## src/rtl/mdu_pkg.sv

```systemverilog
// Shared definitions for the RV64M multi-cycle multiply/divide unit.
// Opcodes, sequencer states, iteration counts and a sign-extension helper.
package mdu_pkg;

  typedef enum logic [2:0] {
    OP_MUL    = 3'd0,
    OP_MULH   = 3'd1,
    OP_MULHSU = 3'd2,
    OP_MULHU  = 3'd3,
    OP_DIV    = 3'd4,
    OP_DIVU   = 3'd5,
    OP_REM    = 3'd6,
    OP_REMU   = 3'd7
  } mdu_op_e;

  typedef enum logic [2:0] {
    S_IDLE,
    S_MUL,
    S_DIV,
    S_FIXUP,
    S_DONE
  } mdu_state_e;

  localparam int ITER_D = 64;
  localparam int ITER_W = 32;

  function automatic logic [63:0] sext32(input logic [31:0] v);
    return {{32{v[31]}}, v};
  endfunction

endpackage

```

## src/rtl/mdu_iter_step.sv

```systemverilog
// One iteration of the shared 128-bit working register:
// shift-add multiply step or restoring trial-subtract divide step.
module mdu_iter_step
  import mdu_pkg::*;
(
  input  logic         is_div,
  input  logic [127:0] acc_i,
  input  logic [63:0]  opnd_i,
  output logic [127:0] acc_o
);

  logic [64:0] sum;
  logic [64:0] rem_sh;
  logic [64:0] diff;

  // mul: {hi,lo} = ({hi + lo[0]*mcand, lo}) >> 1; div: shift left, trial subtract
  always_comb begin
    sum    = '0;
    rem_sh = '0;
    diff   = '0;
    acc_o  = acc_i;
    if (is_div) begin
      rem_sh = {acc_i[127:64], acc_i[63]};
      diff   = rem_sh - {1'b0, opnd_i};
      if (!diff[64]) begin
        acc_o = {diff[63:0], acc_i[62:0], 1'b1};
      end else begin
        acc_o = {rem_sh[63:0], acc_i[62:0], 1'b0};
      end
    end else begin
      sum   = {1'b0, acc_i[127:64]}
            + (acc_i[0] ? {1'b0, opnd_i} : 65'd0);
      acc_o = {sum, acc_i[63:1]};
    end
  end

endmodule

```

## src/rtl/mdu_seq.sv

```systemverilog
// Multi-cycle RV64M multiply/divide sequencer with valid/ready and flush.
// MDU_FAST_MUL_EN selects a single-cycle combinational multiply.
module mdu_seq
  import mdu_pkg::*;
#(
  parameter int XLEN  = 64,
  parameter int CNT_W = 7
) (
  input  logic            clock,
  input  logic            reset,
  input  logic            flush,
  input  logic            in_valid,
  output logic            in_ready,
  input  logic [2:0]      in_op,
  input  logic            in_word,
  input  logic [XLEN-1:0] in_src1,
  input  logic [XLEN-1:0] in_src2,
  output logic            out_valid,
  input  logic            out_ready,
  output logic [XLEN-1:0] out_result,
  output logic            busy
);

  mdu_state_e        state_q, state_d;
  logic [CNT_W-1:0]  cnt_q, cnt_d;
  logic [127:0]      acc_q, acc_d;
  logic [63:0]       opnd_q, opnd_d;
  logic [2:0]        op_q, op_d;
  logic              word_q, word_d;
  logic              neg1_q, neg1_d;
  logic              neg2_q, neg2_d;
  logic [63:0]       res_q, res_d;

  logic              sgn1, sgn2, n1, n2;
  logic              div0, ovf, is_div_in, is_rem_in;
  logic [63:0]       a_ext, b_ext, mag1, mag2, spec_res;
  logic [127:0]      step_acc, prod;
  logic [63:0]       quo, rem, fix;
  logic [CNT_W-1:0]  last_cnt;

  assign in_ready   = (state_q == S_IDLE);
  assign busy       = (state_q != S_IDLE);
  assign out_valid  = (state_q == S_DONE);
  assign out_result = res_q;
  assign last_cnt   = word_q ? CNT_W'(ITER_W - 1)
                             : CNT_W'(ITER_D - 1);

  mdu_iter_step u_step (
    .is_div (op_q[2]),
    .acc_i  (acc_q),
    .opnd_i (opnd_q),
    .acc_o  (step_acc)
  );

  // Operand prep: width extension, magnitudes, special-case detection
  always_comb begin
    is_div_in = in_op[2];
    is_rem_in = in_op[2] & in_op[1];
    sgn1 = (in_op == OP_MUL) || (in_op == OP_MULH)
        || (in_op == OP_MULHSU) || (in_op == OP_DIV)
        || (in_op == OP_REM);
    sgn2 = (in_op == OP_MUL) || (in_op == OP_MULH)
        || (in_op == OP_DIV) || (in_op == OP_REM);
    a_ext = in_src1;
    b_ext = in_src2;
    if (in_word) begin
      a_ext = sgn1 ? sext32(in_src1[31:0]) : {32'b0, in_src1[31:0]};
      b_ext = sgn2 ? sext32(in_src2[31:0]) : {32'b0, in_src2[31:0]};
    end
    n1   = sgn1 & a_ext[63];
    n2   = sgn2 & b_ext[63];
    mag1 = n1 ? -a_ext : a_ext;
    mag2 = n2 ? -b_ext : b_ext;
    div0 = is_div_in && (b_ext == 64'd0);
    ovf  = is_div_in && sgn2 && (b_ext == '1)
        && (in_word ? (a_ext == 64'hFFFF_FFFF_8000_0000)
                    : (a_ext == 64'h8000_0000_0000_0000));
    spec_res = '0;
    if (div0) begin
      if (is_rem_in) begin
        spec_res = in_word ? sext32(in_src1[31:0]) : in_src1;
      end else begin
        spec_res = '1;
      end
    end else if (ovf) begin
      spec_res = is_rem_in ? 64'd0 : a_ext;
    end
  end

  // Sign fix-up and result selection from the working register
  always_comb begin
`ifdef MDU_FAST_MUL_EN
    prod = acc_q;
`else
    prod = word_q ? (acc_q >> 32) : acc_q;
`endif
    if (neg1_q ^ neg2_q) prod = -prod;
    quo = (neg1_q ^ neg2_q) ? -acc_q[63:0] : acc_q[63:0];
    rem = neg1_q ? -acc_q[127:64] : acc_q[127:64];
    if (op_q[2]) begin
      fix = op_q[1] ? rem : quo;
    end else begin
      fix = (op_q == OP_MUL) ? prod[63:0] : prod[127:64];
    end
    if (word_q) fix = sext32(fix[31:0]);
  end

  // Sequencer next-state and datapath updates
  always_comb begin
    state_d = state_q;
    cnt_d   = cnt_q;
    acc_d   = acc_q;
    opnd_d  = opnd_q;
    op_d    = op_q;
    word_d  = word_q;
    neg1_d  = neg1_q;
    neg2_d  = neg2_q;
    res_d   = res_q;
    unique case (state_q)
      S_IDLE: begin
        if (in_valid && !flush) begin
          op_d   = in_op;
          word_d = in_word;
          neg1_d = n1;
          neg2_d = n2;
          opnd_d = mag2;
          cnt_d  = '0;
          if (is_div_in && in_word) begin
            acc_d = {64'b0, mag1[31:0], 32'b0};
          end else begin
            acc_d = {64'b0, mag1};
          end
          if (div0 || ovf) begin
            res_d   = spec_res;
            state_d = S_DONE;
          end else begin
            state_d = is_div_in ? S_DIV : S_MUL;
          end
        end
      end
      S_MUL: begin
`ifdef MDU_FAST_MUL_EN
        acc_d   = {64'b0, acc_q[63:0]} * {64'b0, opnd_q};
        state_d = S_FIXUP;
`else
        acc_d = step_acc;
        cnt_d = cnt_q + CNT_W'(1);
        if (cnt_q == last_cnt) state_d = S_FIXUP;
`endif
      end
      S_DIV: begin
        acc_d = step_acc;
        cnt_d = cnt_q + CNT_W'(1);
        if (cnt_q == last_cnt) state_d = S_FIXUP;
      end
      S_FIXUP: begin
        res_d   = fix;
        state_d = S_DONE;
      end
      S_DONE: begin
        if (out_ready) state_d = S_IDLE;
      end
      default: state_d = S_IDLE;
    endcase
    if (flush) begin
      state_d = S_IDLE;
      cnt_d   = '0;
    end
  end

  // State registers with synchronous reset
  always_ff @(posedge clock) begin
    if (reset) begin
      state_q <= S_IDLE;
      cnt_q   <= '0;
      acc_q   <= '0;
      opnd_q  <= '0;
      op_q    <= '0;
      word_q  <= 1'b0;
      neg1_q  <= 1'b0;
      neg2_q  <= 1'b0;
      res_q   <= '0;
    end else begin
      state_q <= state_d;
      cnt_q   <= cnt_d;
      acc_q   <= acc_d;
      opnd_q  <= opnd_d;
      op_q    <= op_d;
      word_q  <= word_d;
      neg1_q  <= neg1_d;
      neg2_q  <= neg2_d;
      res_q   <= res_d;
    end
  end

endmodule
```

## config.mk

```make
export PLATFORM = sky130hd
export DESIGN_NAME = mdu_seq
export DESIGN_NICKNAME = d
export VERILOG_FILES = /design/src/rtl/mdu_pkg.sv /design/src/rtl/mdu_iter_step.sv /design/src/rtl/mdu_seq.sv
export SDC_FILE = /design/constraint.sdc
export NUM_CORES = 2
export LEC_CHECK = 0
export ABC_CLOCK_PERIOD_IN_PS = 9800
export CORE_UTILIZATION = 65
export DETAILED_ROUTE_END_ITERATION = 16
export GPL_TIMING_DRIVEN = 0
export PLACE_DENSITY = 0.85
export SLEW_MARGIN = 15
export SYNTH_ARGS = -nofsm -noshare
export SYNTH_HDL_FRONTEND = slang
export SYNTH_SLANG_ARGS = --single-unit
```

## constraint.sdc

```tcl
create_clock -name clock -period 9.8 [get_ports clock]
set_input_delay 1.47 -clock clock [delete_from_list [all_inputs] [get_ports clock]]
set_output_delay 1.47 -clock clock [all_outputs]
set_load 0.02 [all_outputs]
```

==> results_dict.tcl, run 1 <==
set metrics [dict create \
    synth_top_area_cell "dfxtp_1" \
    die_w_um 230 \
    io_buffers 198 \
    postCtsSetupBuffers 0 \
    num_io_pins 204 \
    postCtsHoldBufs 0 \
    synth.avg_cell_area_um2 6.70 \
    seq_area_frac_synth 0.161 \
    lastStage "5_1_grt" \
    syn_nets 5327 \
    synth_ff_type "dfxtp_1" \
    track_usage 0.726 \
    synth_edf_count 0 \
    place_inst 5931 \
    die_h_um 230 \
    htreeDepth 1 \
    grt_pass1_vias 44800 \
    num_rows 83 \
    grt_max_degree 16 \
    clockRootBuffer "clkbuf_16" \
    start_util 0.658 \
    netlist_area_um2 33800 \
    gr-total-overflow 132 \
    error_line "[ERROR GRT-0116] Global routing finished with congestion. Check the congestion regions in the DRC Viewer." \
    ys_ff_latch 272 \
    grt_pass1_wl_mm 290 \
    gp_congestion 1.59 \
    cts-resized-gates 0 \
    ys_top_cells_by_area "dfxtp_1, a21oi_1, nor2_1" \
    status "aborted with a tool error" \
    yosys_warnings 0 \
    placed_cell_area_um2 36700 \
    dp_hpwl_mm 140 \
    clockBufferDepth 3 \
    synthCells 5053 \
    synth_cell_types 88 \
    cts_buffers 31 \
    ys_async_sr_fraction 0 \
    synth_top_area_frac 0.161 \
    cts_num_sinks 272 \
]
per-stage QoR:
step	utilization	setup WS, ps
after floorplan	-	4300
after global placement	0.713	970
after CTS	0.733	1150
after detailed placement	0.714	1240
synth_stat cells (all sizes together) (88+ instances only):
| cell | number |
|---|---|
| dfxtp | 272 |
| xor2 | 194 |
| clkbuf | 398 |
| nand3 | 96 |
| nor3 | 187 |
| mux2i | 122 |
| nor4 | 88 |
| inv | 131 |
| xnor2 | 223 |
| o21ai | 379 |
| nor2 | 645 |
| a21oi | 499 |
| ha | 135 |
| nand2 | 453 |
routing by layer:
metal | overflow | track usage
met2 | 63 | 0.874
met1 | 6 | 0.755
met4 | 54 | 0.617
met3 | 9 | 0.592
met5 | 0 | 0.419
cells by family after synthesis:
family          synth area share
compound gates             0.315
xor+xnor                   0.108
fa+ha+maj                 0.0511
buf+inv                   0.0655
flops                      0.161
mux                       0.0474
simple gates               0.252
==> inputs of run 2 (changes only) <==
--- a/config.mk
+++ b/config.mk
@@ -6,10 +6,10 @@
 export NUM_CORES = 2
 export LEC_CHECK = 0
 export ABC_CLOCK_PERIOD_IN_PS = 9800
-export CORE_UTILIZATION = 65
+export CORE_UTILIZATION = 40
 export DETAILED_ROUTE_END_ITERATION = 16
 export GPL_TIMING_DRIVEN = 0
-export PLACE_DENSITY = 0.85
+export PLACE_DENSITY_LB_ADDON = 0.15
 export SLEW_MARGIN = 15
 export SYNTH_ARGS = -nofsm -noshare
 export SYNTH_HDL_FRONTEND = slang
==> run 2 against run 1 <==
Effect of this change: the flow now finishes, with violations (capacitance limit, setup timing); area after synthesis is the same; synthesized cell count is the same.
==> results_dict.tcl, run 2 <==
set metrics [dict create \
    status "finished, violations left" \
    violations "capacitance limit, setup timing" \
    setup_viol 5 \
    num_rows 106 \
    drv_slew 0 \
    synth-adder-area-share 0.0511 \
    cp_max_fo 19 \
    hold_viol_final 0 \
    die_h_um 293 \
    fin_area_um2 38800 \
    fin_crit_ps 10250 \
    nNetsFinal 5569 \
    grt_pass1_wl_mm 329 \
    synth.avg_cell_area_um2 6.70 \
    gp_congestion 1.15 \
    dp_hpwl_mm 192 \
    viasPerCell 7.18 \
    drc 0 \
    synth_ff_type "dfxtp_1" \
    skew_ps 26.4 \
    cts_tree "done" \
    clock_latency_ps 600 \
    yosys_warnings 0 \
    finalCritPeriodShare 1.05 \
    grt_max_degree 20 \
    synth_compound_area_frac 0.315 \
    cts_num_sinks 272 \
    yosysMostFrequentCell "nor2_1" \
    drt-wirelength-per-cell_um 37.6 \
    powerDensity_nw_per_um2 123 \
    slew_headroom 0.0201 \
    yosys.area_share.simple 0.252 \
    areaGrowthSynthToFinish_pct 14.6 \
    num_io_pins 204 \
    placed_cell_area_um2 37400 \
    grt_pass1_vias 41900 \
    cts_buffers 36 \
    routed_wirelength_mm 243 \
    p_leak_nw 14.2 \
    cp-end-kind "flop" \
    critPathArrivalTime_ps 10750 \
    drt_first_iter_violations 7921 \
    mostFrequentLayoutCell "nor2_1" \
    fin_ws_ps -448 \
    worst_pin_slew_ps 1430 \
    hold_path.class "reg -> reg" \
    critPathKind "reg -> reg" \
    clockBufferDepth 3 \
    switching_share 0.451 \
    synth_top_area_frac 0.161 \
    cpPeakStageDelay_ps 770 \
    syn_nets 5327 \
    path_clk_slew_ps 60 \
    p_sw_mw 2.15 \
    largest_reg_flops 128 \
    die_area_um2 85800 \
    synth_edf_count 0 \
    dp_slack_ps -64.4 \
    cpMostUsedCell "buf_2" \
    antenna_found_initial 21 \
    start_util 0.404 \
    ys_async_sr_fraction 0 \
    seq_area_frac_synth 0.161 \
    place_inst 6392 \
    drv_cap 1 \
    htreeDepth 2 \
    internal_power_mw 2.62 \
    max_freq_ghz 0.0976 \
    synth_top_family_by_area "compound AO/OA/AOI/OAI gates" \
    num_vias 46500 \
    comb_power_share 0.432 \
    postCtsHoldBufs 0 \
    gr-total-overflow 0 \
    die_w_um 293 \
    layout-drive-gt1-share 0.0430 \
    fin_cells 6474 \
    pwr-share-clk 0.318 \
    netlist_area_um2 33800 \
    ys_ff_latch 272 \
    ys_top_cells_by_area "dfxtp_1, a21oi_1, nor2_1" \
    slowest_stage "buf_2" \
    synthCells 5053 \
    reg2reg_depth 23 \
    ant_nets 0 \
    synth_cell_types 88 \
    synth_xor_xnor_area_share 0.108 \
    hold_depth 2 \
    critPathLaunchType "flop" \
    seqPwrFrac 0.249 \
    clockRootBuffer "clkbuf_16" \
    postCtsSetupBuffers 0 \
    track_usage 0.542 \
    top_register "acc_q" \
    synth_mux_area_frac 0.0474 \
    vdd_drop_max_mv 0.166 \
    synth_top_area_cell "dfxtp_1" \
    core_um2 83700 \
    io_buffers 198 \
    final_cell_mix "nor2_1, a21oi_1, nand2_1" \
    critPathRequiredTime_ps 10300 \
    grt_setup_unrepaired "no" \
    power_mw 4.77 \
    path_cells "clkbuf_1 > buf_2 > buf_2 > buf_2 > buf_2 > buf_2 > buf_2 > buf_2 > buf_2 > buf_2 > mux2i_1 > ha_1 > o221a_2 > and3_1 > nand4b_1 > clkbuf_1 > nor2_1 > nand2_1 > o41ai_1 > xnor2_1 > nor4_1 > nor4_1 > nor3_1" \
    synth_common_cells "nor2_1, a21oi_1, nand2_1, clkbuf_1, o21ai_0" \
    drtPass1Iterations 10 \
]
run 2: cell counts after synthesis:
Identical to the previous run, type by type.
run 2: cell type report:
type	count	area, um2
Fill cell	8819	44900
Clock inverter	18	322
Multi-Input combinational cell	4200	26300
Inverter	133	499
Tap cell	1134	1420
Sequential cell	272	5450
Buffer	447	1740
Antenna cell	20	50.0
Timing Repair Buffer	205	2040
Clock buffer	45	986
run 2: kinds of logic (layout without fill, tap and decap cells):
logic type | count (synthesis) | after routing
xor gates and xnor gates | 417 | 417
DFF | 272 | 272
buffers and inverters | 581 | 848
muxes | 155 | 155
adders and majority gates | 137 | 137
and+or+nand+nor | 1823 | 1823
AOI/OAI and AO/OA | 1668 | 1668
other | 0 | 20
run 2: timing repair:
| action | 4_1_cts | 5_1_grt |
|---|---|---|
| endpoints found under the hold margin | 0 | 0 |
| setup endpoints to repair | 1 | 0 |
| resized for setup | 0 | 0 |
run 2: per-stage QoR:
step | util | hold slack [ps] | TNS [ps]
2_1_floorplan | - | 432 | 0
3_3_place_gp | 0.445 | 431 | -4960
3_5_place_dp | 0.447 | 434 | -64.4
4_1_cts | 0.462 | 442 | 0
5_1_grt | 0.463 | 469 | 0
6_report | 0.463 | 443 | -833
run 2: power by group through the flow:
stage	clock, mW	combinational, mW	sequential, mW
4_1_cts	1.49	1.89	1.18
2_1_floorplan	0	1.07	1.19
6_report	1.52	2.06	1.19
5_1_grt	1.54	2.06	1.19
3_5_place_dp	0	1.88	1.21
3_3_place_gp	0	1.88	1.21
run 2: worst paths after layout:
path         slack [ps]      startpoint             end
min reg2reg         440  out_result[37]  out_result[37]
max reg2reg        -450          word_q  out_result[12]
max                -450          word_q  out_result[12]
min                 440  out_result[37]  out_result[37]
run 2: metal layers:
metal / vias up / part of all wire / GRT usage
li1: 19000 / - / -
met1: 21900 / 0.38 / 0.676
met2: 4433 / 0.37 / 0.725
met3: 1159 / 0.16 / 0.254
met4: 20 / 0.087 / 0.376
met5: - / 0.0014 / 0.0182
run 2: critical path: cells and delay by family, from the launching register on:
family | cells | cell delay (ps)
AO/OA/AOI/OAI | 2 | 930
multiplexers | 1 | 330
AND/OR/NAND/NOR | 7 | 2710
XOR/XNOR | 1 | 330
buffers and inverters | 11 | 5020
flip-flops | 1 | 310
adder cells (fa/ha/maj) | 1 | 430
(Power assumes the default switching activity.)
